`src/rtl/mdom_scdb_hdr_assembler_pkg.sv`:
```
// mdom_scdb_hdr_assembler_pkg
//   Field widths and bit offsets of the 113-bit per-channel SCDB header
//   bundle. The assembler (fan-in) and the readout fan-out both import this
//   package, so both sides always agree on the layout.
//   No ports; constants and types only.
package mdom_scdb_hdr_assembler_pkg;

  // Field widths
  localparam int LTC_W  = 49;
  localparam int ADDR_W = 12;
  localparam int SRC_W  = 2;
  localparam int PRE_W  = 5;
  localparam int BSUM_W = 19;
  localparam int BLEN_W = 3;
  localparam int CHAN_W = 5;
  localparam int HDR_W  = 113;

  // Field LSB positions, LSB first
  localparam int LTC_LSB     = 0;
  localparam int START_LSB   = 49;
  localparam int STOP_LSB    = 61;
  localparam int SRC_LSB     = 73;
  localparam int CNST_BIT    = 75;
  localparam int PRE_LSB     = 76;
  localparam int SYNC_BIT    = 81;
  localparam int BSUM_LSB    = 82;
  localparam int BLEN_LSB    = 101;
  localparam int BVALID_BIT  = 104;
  localparam int LCOINC_BIT  = 105;
  localparam int PARTIAL_BIT = 106;
  localparam int CONT_BIT    = 107;
  localparam int CHAN_LSB    = 108;

  // Capture FSM states
  typedef enum logic {
    CAP_IDLE = 1'b0,
    CAP_OPEN = 1'b1
  } cap_state_e;

  // Trigger-time fields held while a waveform is open
  typedef struct packed {
    logic [LTC_W-1:0]  evt_ltc;
    logic [ADDR_W-1:0] start_addr;
    logic [SRC_W-1:0]  trig_src;
    logic              cnst_run;
    logic [PRE_W-1:0]  pre_conf;
    logic              sync_rdy;
    logic [BSUM_W-1:0] bsum;
    logic [BLEN_W-1:0] bsum_len_sel;
    logic              bsum_valid;
    logic              local_coinc;
    logic [CHAN_W-1:0] channel_idx;
  } trig_fields_t;

endpackage

```
`src/rtl/mdom_scdb_hdr_bundle_fan_in.sv`:
```
// mdom_scdb_hdr_bundle_fan_in
//   Purely combinational packer: places the trigger-time fields and the
//   end-of-waveform fields at their package-defined offsets in the header.
// Ports:
//   trig          in   trigger-time fields (struct)
//   stop_addr     in   waveform buffer stop address
//   partial_wfm   in   waveform truncated
//   continued_wfm in   waveform continues a previous one
//   hdr           out  packed 113-bit header
module mdom_scdb_hdr_bundle_fan_in
  import mdom_scdb_hdr_assembler_pkg::*;
(
  input  trig_fields_t      trig,
  input  logic [ADDR_W-1:0] stop_addr,
  input  logic              partial_wfm,
  input  logic              continued_wfm,
  output logic [HDR_W-1:0]  hdr
);

  // Every bit of the layout is covered by exactly one field; the default
  // only guards against a future layout with gaps.
  always_comb begin
    hdr = '0;
    hdr[LTC_LSB   +: LTC_W]  = trig.evt_ltc;
    hdr[START_LSB +: ADDR_W] = trig.start_addr;
    hdr[STOP_LSB  +: ADDR_W] = stop_addr;
    hdr[SRC_LSB   +: SRC_W]  = trig.trig_src;
    hdr[CNST_BIT]            = trig.cnst_run;
    hdr[PRE_LSB   +: PRE_W]  = trig.pre_conf;
    hdr[SYNC_BIT]            = trig.sync_rdy;
    hdr[BSUM_LSB  +: BSUM_W] = trig.bsum;
    hdr[BLEN_LSB  +: BLEN_W] = trig.bsum_len_sel;
    hdr[BVALID_BIT]          = trig.bsum_valid;
    hdr[LCOINC_BIT]          = trig.local_coinc;
    hdr[PARTIAL_BIT]         = partial_wfm;
    hdr[CONT_BIT]            = continued_wfm;
    hdr[CHAN_LSB  +: CHAN_W] = trig.channel_idx;
  end

endmodule

```
`src/rtl/mdom_scdb_hdr_assembler.sv`:
```
// mdom_scdb_hdr_assembler
//   Builds the per-channel SCDB header: trigger-time fields are latched when
//   a trigger is accepted, end-of-waveform fields are merged when the
//   waveform closes, and the packed header is offered to the header FIFO
//   through a one-entry valid/ready output register. Headers that arrive
//   while the output is occupied and not draining are dropped and counted.
// Ports:
//   clk, rst             clock, synchronous active-high reset
//   en                   block enable (0 returns to IDLE, discards open header)
//   trig_start           trigger accepted pulse + trigger-time fields
//   evt_ltc .. channel_idx
//   wfm_done             waveform closed pulse + stop_addr/partial/continued
//   hdr_bundle/hdr_valid header output, hdr_ready from FIFO
//   hdr_drop             one-cycle pulse per lost header
//   drop_cnt             saturating count of lost headers
//   seq_err              sticky protocol violation flag
module mdom_scdb_hdr_assembler
  import mdom_scdb_hdr_assembler_pkg::*;
#(
  parameter int DROP_CNT_W = 16
) (
  input  logic                  clk,
  input  logic                  rst,
  input  logic                  en,
  input  logic                  trig_start,
  input  logic [LTC_W-1:0]      evt_ltc,
  input  logic [ADDR_W-1:0]     start_addr,
  input  logic [SRC_W-1:0]      trig_src,
  input  logic                  cnst_run,
  input  logic [PRE_W-1:0]      pre_conf,
  input  logic                  sync_rdy,
  input  logic [BSUM_W-1:0]     bsum,
  input  logic [BLEN_W-1:0]     bsum_len_sel,
  input  logic                  bsum_valid,
  input  logic                  local_coinc,
  input  logic [CHAN_W-1:0]     channel_idx,
  input  logic                  wfm_done,
  input  logic [ADDR_W-1:0]     stop_addr,
  input  logic                  partial_wfm,
  input  logic                  continued_wfm,
  output logic [HDR_W-1:0]      hdr_bundle,
  output logic                  hdr_valid,
  input  logic                  hdr_ready,
  output logic                  hdr_drop,
  output logic [DROP_CNT_W-1:0] drop_cnt,
  output logic                  seq_err
);

  localparam logic [DROP_CNT_W-1:0] CNT_ONE = DROP_CNT_W'(1);

  cap_state_e   state_q, state_d;
  trig_fields_t open_q;
  trig_fields_t trig_now;
  logic         capture;
  logic         form_hdr;
  logic         seq_viol;
  logic         load_hdr;
  logic         drop_hdr;
  logic [HDR_W-1:0] formed_hdr;

  assign trig_now = '{
    evt_ltc:      evt_ltc,
    start_addr:   start_addr,
    trig_src:     trig_src,
    cnst_run:     cnst_run,
    pre_conf:     pre_conf,
    sync_rdy:     sync_rdy,
    bsum:         bsum,
    bsum_len_sel: bsum_len_sel,
    bsum_valid:   bsum_valid,
    local_coinc:  local_coinc,
    channel_idx:  channel_idx
  };

  // Capture FSM decisions. A simultaneous trig_start & wfm_done while OPEN
  // closes the current header and reopens with the new trigger in one clk,
  // which is how back-to-back continued waveforms arrive. With en low
  // nothing is captured, formed or flagged, and the FSM falls back to IDLE.
  always_comb begin
    state_d  = state_q;
    capture  = 1'b0;
    form_hdr = 1'b0;
    seq_viol = 1'b0;
    if (!en) begin
      state_d = CAP_IDLE;
    end else begin
      case (state_q)
        CAP_IDLE: begin
          if (trig_start) begin
            capture = 1'b1;
            state_d = CAP_OPEN;
          end
          if (wfm_done) begin
            seq_viol = 1'b1;
          end
        end
        CAP_OPEN: begin
          if (wfm_done) begin
            form_hdr = 1'b1;
            if (trig_start) begin
              capture = 1'b1;
            end else begin
              state_d = CAP_IDLE;
            end
          end else if (trig_start) begin
            seq_viol = 1'b1;
          end
        end
        default: state_d = CAP_IDLE;
      endcase
    end
  end

  // State register and open-header field register
  always_ff @(posedge clk) begin
    if (rst) begin
      state_q <= CAP_IDLE;
      open_q  <= '0;
    end else begin
      state_q <= state_d;
      if (capture) begin
        open_q <= trig_now;
      end
    end
  end

  mdom_scdb_hdr_bundle_fan_in u_fan_in (
    .trig          (open_q),
    .stop_addr     (stop_addr),
    .partial_wfm   (partial_wfm),
    .continued_wfm (continued_wfm),
    .hdr           (formed_hdr)
  );

  // The single output slot accepts a new header when empty or when its
  // current content is leaving this cycle; otherwise the new one is lost.
  assign load_hdr = form_hdr & (~hdr_valid | hdr_ready);
  assign drop_hdr = form_hdr & hdr_valid & ~hdr_ready;

  // Output register, drop reporting and sticky error flag
  always_ff @(posedge clk) begin
    if (rst) begin
      hdr_bundle <= '0;
      hdr_valid  <= 1'b0;
      hdr_drop   <= 1'b0;
      drop_cnt   <= '0;
      seq_err    <= 1'b0;
    end else begin
      if (load_hdr) begin
        hdr_bundle <= formed_hdr;
        hdr_valid  <= 1'b1;
      end else if (hdr_valid && hdr_ready) begin
        hdr_valid <= 1'b0;
      end
      hdr_drop <= drop_hdr;
      if (drop_hdr && (drop_cnt != '1)) begin
        drop_cnt <= drop_cnt + CNT_ONE;
      end
      if (seq_viol) begin
        seq_err <= 1'b1;
      end
    end
  end

endmodule

```
`config.mk`:
```
export PLATFORM = sky130hd
export DESIGN_NAME = mdom_scdb_hdr_assembler
export DESIGN_NICKNAME = d
export VERILOG_FILES = /design/src/rtl/mdom_scdb_hdr_assembler_pkg.sv /design/src/rtl/mdom_scdb_hdr_bundle_fan_in.sv /design/src/rtl/mdom_scdb_hdr_assembler.sv
export SDC_FILE = /design/constraint.sdc
export NUM_CORES = 1
export LEC_CHECK = 0
export ABC_AREA = 1
export BUFFER_PORTS_ARGS = -buffer_cell sky130_fd_sc_hd__buf_4
export CAP_MARGIN = 40
export CORE_MARGIN = 4
export CORE_UTILIZATION = 30
export CTS_CLUSTER_DIAMETER = 120
export DETAILED_ROUTE_END_ITERATION = 7
export SLEW_MARGIN = 20
export SYNTH_ARGS = -nofsm -noshare
export SYNTH_HDL_FRONTEND = slang
export SYNTH_SLANG_ARGS = --single-unit
```
`constraint.sdc`:
```
create_clock -name clk -period 1.51 [get_ports clk]
set_clock_uncertainty 0.15 [all_clocks]
set_input_delay 0 -clock clk [delete_from_list [all_inputs] [get_ports clk]]
set_output_delay 0 -clock clk [all_outputs]
set_load 0.02 [all_outputs]
```
==> impl_metrics.csv <==
group,metric,value,unit
timing,period_needed,1550,ps
route,drc_errors,0,
run,cap_violations,0,
clock_tree,clkSinkCount,232,
worst_setup_path,slowest_delay,360,ps
synthesis,synth_nets,1228,
worst_setup_path,cp_data_required_time,1770,ps
worst_setup_path,critPathArrivalTime,1820,ps
synthesis,syn_inst,1108,
placed_design,port_buffers,250,
route,first_pass_iters,5,
route,routedWlPerCell,15.4,um
finish,fin_cells,1890,
synthesis,synth_top_area_share,55.3,%
worst_setup_path,path_cells,"ha_4, nand3_4, nor2_4, nand3_4, clkbuf_16, a21oi_2, nor2_1",
timing,period_share,103,%
worst_hold_path,hold_path.class,"in -> reg",
global_routing,grtUsageTotal,17.1,%
clock_tree,cts_made_buffers,27,
worst_setup_path,cp_max_fo,6,
worst_setup_path,path_buf_inv,1,
route,routed_wl,29200,um
worst_setup_path,critPathSlowestCell,"dfxtp_4",
synthesis,synth.most_common_cell,"nor2_1",
worst_setup_path,critPathCaptureType,"register",
clock_tree,path_clk_slew,60,ps
route,drtAntennaViolNets,0,
synthesis,ys_ff_latch,232,
clock_tree,tritoncts,"yes",
floorplan,core,0.0273,sq mm
timing,slew-limit-headroom,83.5,%
synthesis,synthFlopType,"dfxtp_1",
synthesis,ys_top_cells_by_area,"dfxtp_1 55%, nor2_1 21%, o21ai_0 12%",
timing,hold_viol,0,
global_routing,overflow,0,
placed_design,dp_cells,1710,
timing,finalMaxSlewViolations,0,
global_routing,grt_pass1_wl,44000,um
timing,fin_ws,-42.4,ps
synthesis,synth_area,0.00840,sq mm
worst_setup_path,cp_common_cell,"nand3_4",
floorplan,die_width,175,um
synthesis,synth_cell_types,23,
finish,layout-area-overhead-vs-synth,62.3,%
global_routing,grt_max_degree,52,
timing,setup_violations,5,
timing,rsz0062_at_grt,"true",
clock_tree,cts_buffer_depth,3,
synthesis,yosysSeqAreaShare,55.3,%
placed_design,gp_congestion,0.854,
timing,fmax,0.644,GHz
floorplan,die_h,175,um
route,viasPerCell,4.55,
synthesis,async_flop_share,0,%
clock_tree,ctsRootBufferMaster,"clkbuf_16",
timing,finalSetupTns,-104,ps
status,outcome,"finished with violations",
floorplan,die_area,0.0307,sq mm
finish,register_area,0.00467,sq mm
synthesis,synth_edf_count,0,
worst_setup_path,crit_family,"simple AND/OR/NAND/NOR gates",
synthesis,postSynthAreaPerCell,7.58,sq um
finish,nets,1616,
synthesis,synth_commonest_cells,"474 x nor2_1, 232 x dfxtp_1, 200 x o21ai_0",
placed_design,dpl_worst_slack,-84.3,ps
synthesis,synth_top_area_cell,"dfxtp_1",
finish,drive_above_1_share,28.8,%
route,drtIter0Drc,506,
finish,multiInputGateArea,0.00358,sq mm
clock_tree,worstSkewPairLatency,530,ps
pwr,p_leak,6.41,nW
route,vias,8607,
worst_setup_path,setup.worst_path.start_class,"register",
floorplan,start_util,30.8,%
synthesis,yosys_warnings,0,
pwr,p_per_area,1070,mW/mm^2
floorplan,rows,60,
global_routing,grt_pass1_vias,8498,
finish,nFillCells,2589,
status,violations,"setup timing",
placed_design,hpwlAfterDp,17300,um
timing,tightestPinTransition,247,ps
floorplan,io-pin-count,251,
pwr,power,14.6,mW
global_routing,antenna_found_initial,3,
clock_tree,h-tree-depth,1,
worst_setup_path,path_class,"reg -> reg",
pwr,vdd_drop_max,0.000617,V
[layer usage]
metal / part of all wire, % / global-route usage [%]
met1: 44 / 21.9
met3: 4.9 / 3.06
met2: 47 / 28.6
met5: 0 / 0
met4: 4.2 / 7.07
[state kept, by name, indices dropped and copies added, names as in the netlist]
register    flops
hdr_bundle    113
open_q         99
drop_cnt       16
hdr_drop        1
hdr_valid       1
seq_err         1
state_q         1
[cells in the final DEF (no fill, tap or decap), types with 4 or more instances in the layout]
cell type        n
nand3_1          9
dfxtp_1        216
nand3_2          5
nor2_1         439
o21ai_1         28
inv_1           18
a21oi_1         10
nand2_1         40
a21oi_2          4
nor2_4           9
nand4_1          6
nand2_2         10
buf_12          13
o21ai_0        187
nor2_2          28
buf_16           4
clkbuf_1         6
dlygate4sd3_1  118
bufinv_16        4
buf_4          283
dfxtp_2         13
clkbuf_16       34
[kinds of logic (layout without fill, tap and decap cells)]
kind of cell	after synthesis	count (layout)	synth area share, %
AO/OA/AOI/OAI	231	231	13.9
adder cells (fa/ha/maj)	1	1	0.149
buffers and inverters	91	498	5.14
flip-flops	232	232	55.3
other	0	3	0
AND/OR/NAND/NOR	553	553	25.5
[power by group]
group | switching (mW) | total, mW | leakage, nW | internal, mW
clock network | 2.55 | 6.77 | 0.447 | 4.22
registers | 0.126 | 6.50 | 1.90 | 6.37
logic | 0.659 | 1.38 | 4.06 | 0.720
total | 3.34 | 14.6 | 6.41 | 11.3
[per-stage QoR]
step                      area (sq um)  utilization [%]  hold slack (ps)
after global placement           11000             40.3             70.8
after CTS                        13100             48.2             22.6
final                            13600             50.0             3.43
after global routing             13600             50.0             14.8
after detailed placement         11000             40.3             77.7
after floorplan                   8430                -            -90.6
[worst register-to-register path, cell delays in order (launching register included)]
cell	delay, ps
dfxtp_4	360
ha_4	160
nand3_4	100
nor2_4	180
nand3_4	130
clkbuf_16	180
a21oi_2	130
nor2_1	50
[final cells by class]
type	instances	area share, %
antenna	3	0.0551
clock buffer	37	5.61
clock inverter	11	1.22
inverter	22	0.753
multi-input combinational	785	26.2
sequential	232	34.3
tap	372	3.42
timing repair buffer	428	28.4
[path summary, 6_finish.rpt]
check	start	end	slack (ps)	cells past startpoint
worst max-delay path	drop_cnt[0]$_SDFFE_PP0P_	drop_cnt[9]$_SDFFE_PP0P_	-40	7
worst min-delay path	hdr_ready	hdr_drop$_SDFF_PP0_	3	7
worst max register to register	drop_cnt[0]$_SDFFE_PP0P_	drop_cnt[9]$_SDFFE_PP0P_	-40	7
worst min register to register	open_q[63]$_SDFFE_PP0P_	hdr_bundle[13]$_SDFFE_PP0P_	310	2
[repair_timing]
action / CTS / global route
buffers inserted: 1 / 1
hold buffers: 118 / 0
setup endpoints to repair: 122 / 174
cloned: 1 / 8
pin swaps: 1 / 19
gates resized for setup: 7 / 99
endpoints found under the hold margin: 215 / 0
No activity file was read; power rests on OpenSTA's default activity.
